### src/rtl/if_pc_pkg.sv
// Shared types and constants for the fetch-stage PC generator.
package if_pc_pkg;

  typedef enum logic {
    ST_RUN    = 1'b0,
    ST_HANDLE = 1'b1
  } state_e;

  localparam logic [1:0]  CAUSE_NONE = 2'b00;
  localparam logic [1:0]  CAUSE_EXC  = 2'b01;
  localparam logic [1:0]  CAUSE_IRQ  = 2'b10;

  // Word addresses; the handler entry sits inside the 7-bit ROM space.
  localparam logic [31:0] DEF_RESET_PC   = 32'h0000_0000;
  localparam logic [31:0] DEF_HANDLER_PC = 32'h0000_0040;

  function automatic logic [31:0] pc_inc(input logic [31:0] pc);
    return pc + 32'd1;
  endfunction

endpackage

### src/rtl/irq_sync2.sv
// Two-flop synchroniser for the level interrupt line; resets to 0 asynchronously.
module irq_sync2 (
  input  logic i_clk,
  input  logic i_rst_n,
  input  logic i_d,
  output logic o_q
);

  logic r_meta;
  logic r_sync;

  always_ff @(posedge i_clk or negedge i_rst_n) begin
    if (!i_rst_n) begin
      r_meta <= 1'b0;
      r_sync <= 1'b0;
    end else begin
      r_meta <= i_d;
      r_sync <= r_meta;
    end
  end

  assign o_q = r_sync;

endmodule

### src/rtl/if_pc_gen.sv
// Fetch PC generator: next-PC select, RUN/HANDLE tracking, EPC/cause; redirect decided and flushed in the same cycle.
// Interrupt path (synchroniser, irq_ack) exists only when IF_PC_IRQ_EN is defined.
module if_pc_gen
  import if_pc_pkg::*;
#(
  parameter logic [31:0] RESET_PC   = DEF_RESET_PC,
  parameter logic [31:0] HANDLER_PC = DEF_HANDLER_PC
) (
  input  logic        i_clk,
  input  logic        i_rst,
  input  logic        i_stall,
  input  logic        i_br_taken,
  input  logic [31:0] i_br_target,
  input  logic        i_exc_req,
  input  logic [31:0] i_exc_pc,
  input  logic        i_irq,
  input  logic        i_eret,
  output logic [31:0] o_pc,
  output logic        o_gohandle_or_not,
  output logic [31:0] o_epc,
  output logic [1:0]  o_cause,
  output logic        o_in_handler,
  output logic        o_irq_ack,
  output logic        o_double_fault
);

  state_e      r_state;
  state_e      w_state_nxt;
  logic [31:0] r_pc;
  logic [31:0] w_pc_nxt;
  logic [31:0] r_epc;
  logic [31:0] w_epc_nxt;
  logic [1:0]  r_cause;
  logic [1:0]  w_cause_nxt;
  logic        r_double_fault;
  logic        w_double_fault_nxt;

  logic        w_irq_s;
  logic        w_in_run;
  logic        w_in_handle;
  logic        w_take_exc;
  logic        w_take_irq;
  logic        w_take_eret;
  logic [31:0] w_seq_pc;

`ifdef IF_PC_IRQ_EN
  irq_sync2 u_irq_sync2 (
    .i_clk   (i_clk),
    .i_rst_n (i_rst),
    .i_d     (i_irq),
    .o_q     (w_irq_s)
  );
`else
  logic w_irq_unused;
  assign w_irq_unused = i_irq;
  assign w_irq_s      = 1'b0;
`endif

  assign w_in_run    = (r_state == ST_RUN);
  assign w_in_handle = (r_state == ST_HANDLE);

  // Exception beats interrupt; irq_s is masked while in HANDLE.
  assign w_take_exc  = w_in_run & i_exc_req;
  assign w_take_irq  = w_in_run & w_irq_s & ~i_exc_req;
  assign w_take_eret = w_in_handle & i_eret;

  // Return point for an interrupt: where fetch would have gone this cycle.
  assign w_seq_pc = i_br_taken ? i_br_target :
                    (i_stall   ? r_pc        : pc_inc(r_pc));

  always_comb begin
    w_state_nxt        = r_state;
    w_pc_nxt           = r_pc;
    w_epc_nxt          = r_epc;
    w_cause_nxt        = r_cause;
    w_double_fault_nxt = r_double_fault | (w_in_handle & i_exc_req);

    if (w_take_exc) begin
      w_pc_nxt    = HANDLER_PC;
      w_epc_nxt   = pc_inc(i_exc_pc);
      w_cause_nxt = CAUSE_EXC;
      w_state_nxt = ST_HANDLE;
    end else if (w_take_irq) begin
      w_pc_nxt    = HANDLER_PC;
      w_epc_nxt   = w_seq_pc;
      w_cause_nxt = CAUSE_IRQ;
      w_state_nxt = ST_HANDLE;
    end else if (w_take_eret) begin
      w_pc_nxt    = r_epc;
      w_state_nxt = ST_RUN;
    end else if (i_br_taken && !i_stall) begin
      w_pc_nxt = i_br_target;
    end else if (!i_stall) begin
      w_pc_nxt = pc_inc(r_pc);
    end
  end

  always_ff @(posedge i_clk or negedge i_rst) begin
    if (!i_rst) begin
      r_state        <= ST_RUN;
      r_pc           <= RESET_PC;
      r_epc          <= 32'd0;
      r_cause        <= CAUSE_NONE;
      r_double_fault <= 1'b0;
    end else begin
      r_state        <= w_state_nxt;
      r_pc           <= w_pc_nxt;
      r_epc          <= w_epc_nxt;
      r_cause        <= w_cause_nxt;
      r_double_fault <= w_double_fault_nxt;
    end
  end

  // Combinational outputs are gated so they read 0 throughout reset.
  assign o_gohandle_or_not = i_rst & (w_take_exc | w_take_irq | w_take_eret);
  assign o_irq_ack         = i_rst & w_take_irq;
  assign o_in_handler      = i_rst & w_in_handle;

  assign o_pc           = r_pc;
  assign o_epc          = r_epc;
  assign o_cause        = r_cause;
  assign o_double_fault = r_double_fault;

endmodule

### config.mk
export PLATFORM = sky130hd
export DESIGN_NAME = if_pc_gen
export DESIGN_NICKNAME = d
export VERILOG_FILES = /design/src/rtl/if_pc_pkg.sv /design/src/rtl/irq_sync2.sv /design/src/rtl/if_pc_gen.sv
export SDC_FILE = /design/constraint.sdc
export NUM_CORES = 1
export LEC_CHECK = 0
export ABC_AREA = 1
export BUFFER_PORTS_ARGS = -buffer_cell sky130_fd_sc_hd__buf_2
export CELL_PAD_IN_SITES_DETAIL_PLACEMENT = 1
export CELL_PAD_IN_SITES_GLOBAL_PLACEMENT = 1
export CORE_MARGIN = 1.5
export CORE_UTILIZATION = 40
export CTS_BUF_LIST = sky130_fd_sc_hd__clkbuf_4
export DETAILED_ROUTE_END_ITERATION = 7
export PLACE_DENSITY_LB_ADDON = 0.05
export SETUP_SLACK_MARGIN = 0.2
export SLEW_MARGIN = 20
export SYNTH_ARGS = -nofsm -noshare
export SYNTH_HDL_FRONTEND = slang
export SYNTH_HIERARCHICAL = 1
export SYNTH_SLANG_ARGS = --single-unit
export TNS_END_PERCENT = 1
### constraint.sdc
create_clock -name i_clk -period 4 [get_ports i_clk]
set_clock_uncertainty 0.1 [all_clocks]
set_input_delay 0.6 -clock i_clk [delete_from_list [all_inputs] [get_ports i_clk]]
set_output_delay 0.6 -clock i_clk [all_outputs]
set_load 0.1 [all_outputs]
Word-level counts from Yosys, hierarchy flattened
Index checks and enable logic that the tools add are counted.
{"block": "word_totals", "regBits": 67, "in_bits": 71, "out_inout_bits": 70}
{"block": "op_classes", "n_addsub": 2, "n_eq_ne": 1, "mux": 6, "bitwise_logic": 8, "n_reduce_logical": 3}
{"operator": "2-to-1 mux 32 bit", "count": 4}
{"operator": "adder 32 x 1 -> 32 bit (second input constant)", "count": 2}
{"operator": "bitwise AND 1 bit", "count": 5}
{"operator": "inequality test 4 x 1 -> 1 bit (second input constant)", "count": 1}
{"operator": "2-to-1 mux 1 bit", "count": 2}
{"operator": "OR 1 bit", "count": 2}
{"operator": "nonzero test 2 bit", "count": 1}
{"operator": "logical AND 1 bit", "count": 1}
{"operator": "zero test 1 bit", "count": 1}
{"operator": "NOT 1 bit", "count": 1}

Depth between registers and ports, before layout
Gate-level depths: netlist of run 1.
{"block": "logic_depth", "ltp_word": 5, "depth_mapped": 11, "depth_no_buf": 11}

Worst setup path after synthesis of run 1
Ideal clock, no wire load.
{"block": "synth_path", "path_type": "input to output", "startpoint": "input i_exc_req", "endpoint": "output o_gohandle_or_not", "arrival_ns": 2.167, "t_required_ns": 3.300, "setup_slack_ns": 1.133, "stages": 4, "path_cell_list": "inv_1 -> nor2_1 -> nor2_4 -> nor2_1"}
{"block": "synth_between", "elab_chain_cells": 3}
{"element": "start, declared", "line": "if_pc_gen.sv:14", "rtl": "input logic i_exc_req,"}
{"element": "bitwise AND 1 bit", "line": "if_pc_gen.sv:63", "rtl": "assign w_take_exc = w_in_run & i_exc_req;"}
{"element": "OR 1 bit", "line": "if_pc_gen.sv:115", "rtl": "assign o_gohandle_or_not = i_rst & (w_take_exc | w_take_irq | w_take_eret);"}
{"element": "bitwise AND 1 bit", "line": "if_pc_gen.sv:115"}
{"element": "end, declared", "line": "if_pc_gen.sv:19", "rtl": "output logic o_gohandle_or_not,"}
Every way passes these cells.

Worst setup path in the final report of run 1
{"block": "layout_path", "startpoint": "input i_rst", "endpoint": "output o_gohandle_or_not"}
{"block": "layout_between", "elab_chain_cells": 1}
{"element": "start, declared", "line": "if_pc_gen.sv:10", "rtl": "input logic i_rst,"}
{"element": "bitwise AND 1 bit", "line": "if_pc_gen.sv:115"}
Every way passes these cells.

==> results of run 1 <==
==> final timing paths <==
kind,end,slack [ns],depth (start not counted)
max in group asynchronous,o_pc[13],2.19,3
min in group asynchronous,o_epc[10],0.54,2
max,o_gohandle_or_not,1.18,5
min reg2reg,o_cause[0],0.38,1
min,r_state,0.28,2
max reg2reg,o_pc[6],1.83,7
==> registers in the layout, indices dropped and copies added, names as in the netlist <==
signal / cells
o_double_fault: 1
o_pc: 32
o_epc: 32
r_state: 1
o_cause: 1
==> logic make-up (layout without fill, tap and decap cells) <==
| group | Yosys count | after routing | synth area share |
|---|---|---|---|
| and+or+nand+nor | 574 | 574 | 0.4688 |
| buffers and inverters | 126 | 258 | 0.1021 |
| AOI/OAI and AO/OA | 71 | 71 | 0.07582 |
| DFF | 67 | 67 | 0.3256 |
| xor gates and xnor gates | 13 | 13 | 0.02211 |
| adders and majority gates | 2 | 2 | 0.004859 |
| other | 1 | 3 | 0.0007283 |
==> layout by cell type, fill, tap and decap left out, types with 2 or more instances in the layout <==
cell type,n
nand2_1,365
buf_2,137
inv_1,96
nor2_1,96
dfrtp_1,67
nand3_1,56
o21ai_0,29
a21oi_1,19
nor2_2,12
xor2_1,10
clkbuf_4,10
nor3_1,8
nand2_2,6
nand3b_1,6
o21ai_1,6
o211ai_1,6
nor2_4,5
nor3_2,5
o22ai_1,5
buf_4,5
or2_2,4
o21bai_1,3
clkinv_1,3
nand4_1,3
xnor2_1,3
inv_2,2
a31oi_1,2
or2_1,2
ha_1,2
conb_1,2
bufinv_16,2
==> report_power, final <==
| part | internal, mW | switching [mW] |
|---|---|---|
| clock | 0.255 | 0.268 |
| sequential | 0.825 | 0.211 |
| combinational | 0.316 | 1.59 |
| total | 1.40 | 2.07 |
==> final cells by class <==
type,count,area (µm²),share of cell area
repair buffers,143,733.2,0.1200
clock buffers,10,75.07,0.01229
inverters,99,371.6,0.06082
flip-flops and latches,67,1677,0.2744
multi-input cells,662,2955,0.4837
clock inverters,6,80.08,0.01311
diodes,1,2.502,0.0004096
well taps,172,215.2,0.03522
==> through the flow <==
| step | util | setup slack [ns] | hold slack [ns] | power [mW] | cell area [µm²] |
|---|---|---|---|---|---|
| CTS | 0.4859 | 1.156 | 0.2380 | 3.485 | 6107 |
| detailed placement | 0.4728 | 1.459 | 0.3576 | 2.952 | 5942 |
| floorplan | - | 1.133 | 0.2044 | 2.533 | 5152 |
| global route | 0.4861 | 1.045 | 0.2574 | 3.643 | 6110 |
| global placement | 0.4728 | 1.485 | 0.3464 | 2.914 | 5942 |
| finish | 0.4861 | 1.175 | 0.2833 | 3.470 | 6110 |
==> layer usage <==
| metal | vias up | share of wire | wire length (µm) |
|---|---|---|---|
| li1 | 2884 | - | - |
| met4 | 0 | 0.023 | 431 |
| met1 | 2793 | 0.45 | 8316 |
| met5 | - | 0 | 0 |
| met3 | 26 | 0.039 | 718 |
| met2 | 131 | 0.49 | 9159 |
==> worst max-delay path, cell delays in order <==
cell           delay, ns
dlygate4sd3_1       0.54
buf_2               0.36
inv_1               0.08
nor2_1              0.10
buf_2               0.43
==> reports/metrics.csv, run 1 <==
stage;metric;value;unit
global_routing;GR met2 Demand/Resource;0.4988;
critical_path;crit path launch type;primary input;
hold_path;worst hold start;i_eret;
finish;fillers;1858;
clock_network;post-CTS sizing;0;
pwr;leakage power total;3.285;nW
yosys;ys async rst share;1.000;
sta;unrepaired setup endpoints after global routing;no;
sta;Post-Route Setup TNS;0;ns
yosys;Syn Area/Cell;6.029;µm²
detailed_routing;total number of vias;5834;
sta;Max Fclk;0.3540;GHz
yosys;mapped cell area;5149;µm²
global_routing;first-pass GRT wire length;29.46;mm
detailed_routing;post-route ant nets;0;
pwr;PD cells;568.0;nW/µm²
clock_network;CTS Hold Buffers Added;1;
floorplanning;die height;116.5;µm
sta;Rel. slew slack;0.3596;
finish;share of cells above drive strength 1;0.1945;
sta;Worst-Margin Slew;0.9596;ns
yosys;share of Yosys cell area claimed by the top area cell type;0.3256;
clock_network;CTS Buffer Depth;2;
floorplanning;DIE AREA;13560;µm²
global_routing;initial antenna violation count;1;
sta;Final Critical Period;2.825;ns
critical_path;CP Launch Point;i_rst;
clock_network;worst skew pair latency;0.44;ns
status;outcome;completed;
global_routing;gr busiest metal;met2;
place;Post-Place Cells;1142;
floorplanning;Die X;116.5;µm
finish;Final Non-Filler Cells;1160;
clock_network;clk sink count;67;
clock_network;H-tree levels;3;
global_routing;global route overflow;0;
detailed_routing;Total Wirelength;18.63;mm
clock_network;number of CTS-inserted buffers;9;
global_routing;met1 Usage GRT;0.3622;
place;Final HPWL DP;14.62;mm
yosys;Post-Syn Instances;854;
global_routing;GR Layer Usage met3;0.04878;
clock_network;TritonCTS clock tree;yes;
floorplanning;Row Count;41;
yosys;top cell type by total area after synthesis;dfrtp_1;
clock_network;Clk Tree Root Cell;clkbuf_4;
pwr;Worst VDD drop;0.2654;mV
yosys;EDFF count, synth;0;
place;Port Buffers;137;
detailed_routing;routed length per instance;16.06;µm
sta;Fin. Hold Viols;0;
global_routing;largest net degree at the start of global routing;56;
critical_path;worst r2r src;r_state;
critical_path;Worst EP required;3.30;ns
critical_path;Crit Path Category;in2out;
place;RD Place Congestion;0.9330;
sta;endpoints failing setup;0;
detailed_routing;Starting DRT DRC Count;265;
critical_path;Worst EP arrival;2.12;ns
yosys;top cells by area, synth;dfrtp_1, nand2_1, nor2_1;
global_routing;number of global-route vias before repair;5806;
clock_network;clk slew on worst S/H paths;0.11;ns
yosys;sequential fraction of the synthesis area;0.3256;
global_routing;GRT Overall Usage;0.2865;
sta;Slew Limit Fails;0;
sta;Period Utilization, post-route;0.7062;
floorplanning;Core Area;12570;µm²
floorplanning;I/O pin count;141;
yosys;post-synth cell types;39;
flow_run;max-capacitance violation count;0;
critical_path;Worst setup EP type;output port;
detailed_routing;number of vias per cell;5.029;
yosys;Post-synth top flop;dfrtp_1;
detailed_routing;Post-route DRC;0;
finish;area grow syn2layout;18.66;%
yosys;Post-synth top cells;nand2_1, nor2_1, inv_1, dfrtp_1, nand3_1;
yosys;#FFs+latches synth;67;
critical_path;Crit Path Max Fanout;15;
hold_path;worst min-delay path class;in2reg;
floorplanning;Initial Util;0.4097;
finish;Nets;1055;
yosys;cell with the most instances after synthesis;nand2_1;
detailed_routing;DR pass1 iterations;4;
yosys;Ys Warns;6;
clock_network;post-CTS setup buffer count;0;
Note: power is estimated with default switching activity, not from simulation.
==> run 2, diff against run 1 <==
--- a/config.mk
+++ b/config.mk
@@ -5,12 +5,12 @@
 export SDC_FILE = /design/constraint.sdc
 export NUM_CORES = 1
 export LEC_CHECK = 0
-export ABC_AREA = 1
+export ABC_AREA = 0
 export BUFFER_PORTS_ARGS = -buffer_cell sky130_fd_sc_hd__buf_2
 export CELL_PAD_IN_SITES_DETAIL_PLACEMENT = 1
 export CELL_PAD_IN_SITES_GLOBAL_PLACEMENT = 1
 export CORE_MARGIN = 1.5
-export CORE_UTILIZATION = 40
+export CORE_UTILIZATION = 39
 export CTS_BUF_LIST = sky130_fd_sc_hd__clkbuf_4
 export DETAILED_ROUTE_END_ITERATION = 7
 export PLACE_DENSITY_LB_ADDON = 0.05
==> constraint.sdc (replaced) <==
create_clock -name i_clk -period 2.8 [get_ports i_clk]
set_clock_uncertainty 0.1 [all_clocks]
set_input_delay 0.42 -clock i_clk [delete_from_list [all_inputs] [get_ports i_clk]]
set_output_delay 0.42 -clock i_clk [all_outputs]
set_load 0.1 [all_outputs]
==> run 2 against run 1 <==
  * Synthesized cell count decreased by 35%
  * Worst hold slack worse by 0.14 ns
  * Highest routed layer unchanged
  * Combinational power increased by 40%
  * Largest power group unchanged
  * Sequential share of layout area is 2.6 points higher
  * Sequential power rose by 49%
  * Critical path depth down 1
  * Global-route usage is 1.7 points lower
  * Area after synthesis decreased by 11%
  * Cell area is 8.5% lower
==> reports/metrics.csv, run 2 <==
stage;metric;value;unit;change
status;outcome;completed;;
finish;commonest non-fill, non-tap cells in the layout;buf_2, nand2_1, dfrtp_1;;
critical_path;crit path launch type;flop;;
yosys;top cell type by total area after synthesis;dfrtp_1;;
clock_network;worst skew pair latency;0.44;ns;about the same
floorplanning;die height;111.4;µm;-4.3%
sta;Rel. slew slack;0.6014;;+0.2419
yosys;Post-synth top flop;dfrtp_1;;
yosys;sequential fraction of the synthesis area;0.3658;;+0.04018
clock_network;number of CTS-inserted buffers;9;;unchanged
yosys;ys async rst share;1.000;;unchanged
yosys;Post-Synth Simple-Gate Area;0.2850;;-0.1838
sta;Max Fclk;0.4154;GHz;
detailed_routing;post-route ant nets;0;;unchanged
global_routing;first-pass GRT wire length;26.52;mm;-10%
place;Final HPWL DP;12.82;mm;-12%
clock_network;H-tree levels;3;;unchanged
finish;Final Non-Filler Cells;836;;-28%
yosys;mapped cell area;4583;µm²;-11%
global_routing;initial antenna violation count;1;;unchanged
sta;unrepaired setup endpoints after global routing;no;;
critical_path;Crit Path Category;reg2out;;
detailed_routing;Total Wirelength;16.60;mm;-11%
global_routing;largest net degree at the start of global routing;63;;+13%
yosys;fraction of synthesized area in multiplexers;0.01583;;+0.01583
pwr;leakage power total;2.453;nW;-25%
clock_network;Clk Tree Root Cell;clkbuf_4;;
clock_network;clk slew on worst S/H paths;0.12;ns;about the same
sta;Final Critical Period;2.407;ns;
sta;Period Utilization, post-route;0.8597;;
finish;area grow syn2layout;21.95;%;
critical_path;flop-to-flop setup slack;0.40;ns;-1.43 ns
clock_network;CTS Buffer Depth;2;;unchanged
global_routing;number of global-route vias before repair;4839;;-17%
detailed_routing;routed length per instance;19.85;µm;+24%
flow_run;max-capacitance violation count;0;;unchanged
hold_path;worst min-delay path class;in2reg;;
place;Post-Place Cells;819;;-28%
place;RD Place Congestion;0.8501;;-8.9%
yosys;Synth Area in Compound Gates;0.2143;;+0.1385
critical_path;worst r2r src;o_pc[0];;
yosys;top cells by area, synth;dfrtp_1, nand2_1, o21ai_0;;
pwr;Worst VDD drop;0.5646;mV;+110%
place;DP Worst Slack;0.4809;ns;-0.9781 ns
floorplanning;DIE AREA;12410;µm²;-8.5%
sta;hold slack;0.1418;ns;-0.1415 ns
sta;final worst setup slack;0.3929;ns;-0.7824 ns
sta;endpoints failing setup;0;;unchanged
sta;Worst-Margin Slew;0.5928;ns;-0.3668 ns
detailed_routing;number of vias per cell;5.839;;+16%
yosys;Synth Area in XOR/XNOR;0.06115;;+0.03904
floorplanning;Die X;111.4;µm;-4.3%
pwr;total power;4.875;mW;+40%
hold_path;WHS Path Cells;2;;unchanged
detailed_routing;DR pass1 iterations;4;;unchanged
yosys;#FFs+latches synth;67;;unchanged
detailed_routing;total number of vias;4881;;-16%
critical_path;Crit Path Max Fanout;18;;+3
critical_path;number of buffer and inverter stages on the critical path;1;;-3
sta;Fin. Hold Viols;0;;unchanged
detailed_routing;Starting DRT DRC Count;290;;+9.4%
yosys;Post-synth top cells;dfrtp_1, nand2_1, o21ai_0, nor2_1, nand3_1;;
critical_path;CP max stage delay;0.55;ns;about the same
critical_path;r2r worst-path depth;6;;-1
yosys;share of Yosys cell area claimed by the top area cell type;0.3658;;+0.04018
yosys;adder-cell share of the synthesized area;0.005460;;+0.0005997
global_routing;GRT Overall Usage;0.2699;;-0.01662
finish;Nets;761;;-28%
critical_path;Worst EP required;2.28;ns;-1.02 ns
yosys;largest family of logic cells by synthesized area;simple AND/OR/NAND/NOR gates;;
yosys;EDFF count, synth;0;;unchanged
yosys;Post-Syn Instances;556;;-35%
finish;share of cells above drive strength 1;0.2731;;+0.07859
critical_path;Reg-to-Reg End;o_pc[10];;
pwr;PD cells;872.2;nW/µm²;+54%
sta;Slew Limit Fails;0;;unchanged
hold_path;worst hold start;i_exc_pc[0];;
finish;most common cell after layout, fill and taps aside;buf_2;;
global_routing;global route overflow;0;;unchanged
floorplanning;Row Count;39;;-4.9%
critical_path;Crit path max-delay family;simple AND/OR/NAND/NOR gates;;
critical_path;WP depth;4;;-1
clock_network;TritonCTS clock tree;yes;;
place;Port Buffers;137;;unchanged
yosys;Ys Warns;6;;unchanged
critical_path;Worst EP arrival;1.89;ns;-0.23 ns
floorplanning;Initial Util;0.4014;;-0.008276
hold_path;hold path endpoint;o_epc[0];;
detailed_routing;Post-route DRC;0;;unchanged
floorplanning;I/O pin count;141;;unchanged
critical_path;Worst setup EP type;output port;;
yosys;post-synth cell types;65;;+67%
critical_path;CP Cell Sequence;and2_1 -> nor2_1 -> nor2b_2 -> buf_12;;
sta;Post-Route Setup TNS;0;ns;unchanged
floorplanning;Core Area;11420;µm²;-9.1%
yosys;Syn Area/Cell;8.243;µm²;+37%
finish;fillers;1447;;-22%
critical_path;CP max-delay cell;dfrtp_2;;
clock_network;clk sink count;67;;unchanged
[run 2: cell count changes after synthesis, moves of 15 or more]
| cell | previous run | this run |
|---|---|---|
| nand2_1 | 365 | 67 |
| inv_1 | 96 | 8 |
| nor2_1 | 98 | 42 |
| clkbuf_1 | 4 | 29 |
| nand3_1 | 56 | 34 |
| nand4_1 | 3 | 24 |
| o21ai_0 | 29 | 50 |
| xor2_1 | 10 | 25 |
[run 2: stage by stage]
step,util,area [µm²]
2_1_floorplan,-,4589
3_3_place_gp,0.4769,5445
3_5_place_dp,0.4769,5445
4_1_cts,0.4892,5585
5_1_grt,0.4895,5589
6_report,0.4895,5589
[run 2: logic make-up after synthesis]
logic type | count (synthesis)
fa+ha+maj | 2
xor+xnor | 32
flops | 67
other cells | 1
mux | 7
compound gates | 151
simple gates | 248
buf+inv | 48
[run 2: worst reg2reg max path, cell delays in order, from the launching register on]
cell and delay (ns):
dfrtp_1 0.51, ha_1 0.29, and4_1 0.28, nand3_1 0.22, or4_2 0.59, o311ai_0 0.16, a22o_1 0.20
[run 2: what timing repair did]
item / 4_1_cts / 5_1_grt
hold buffers: 1 / 0
gates resized for setup: 0 / 1
endpoints found under the hold margin: 12 / 0
setup buffers: 0 / 0
setup endpoints to repair: 0 / 1
[run 2: layout make-up]
type                            instances  area (µm²)  area share
Clock inverter                          5       55.05    0.009850
Timing Repair Buffer                  160       890.9      0.1594
Tap cell                              143       178.9     0.03201
Inverter                                8       30.03    0.005373
Clock buffer                           10       75.07     0.01343
Antenna cell                            1       2.502   0.0004477
Sequential cell                        67        1678      0.3002
Multi-Input combinational cell        442        2679      0.4793
[run 2: routing by layer]
layer,GRT usage,routed length [µm]
met5,0,0
met4,0.07595,239
met3,0.05117,1093
met2,0.4270,7717
met1,0.3795,7547
[run 2: worst max path at each step]
| stage | to | start | slack (ns) |
|---|---|---|---|
| finish | o_gohandle_or_not | r_state | 0.39 |
| global route | o_pc[10] | o_pc[0] | 0.27 |
| CTS | o_gohandle_or_not | r_state | 0.20 |
| detailed placement | o_pc[10] | o_pc[0] | 0.48 |
| global placement | o_pc[29] | i_stall | 0.56 |
| floorplan | o_pc[17] | o_pc[2] | 0.01 |
[run 2: where the power goes]
part	internal (mW)	total, mW	switching [mW]	leakage [nW]
sequential	1.19	1.55	0.362	0.826
clock	0.274	0.650	0.376	0.0683
combinational	0.476	2.68	2.20	1.56
total	1.94	4.87	2.94	2.45
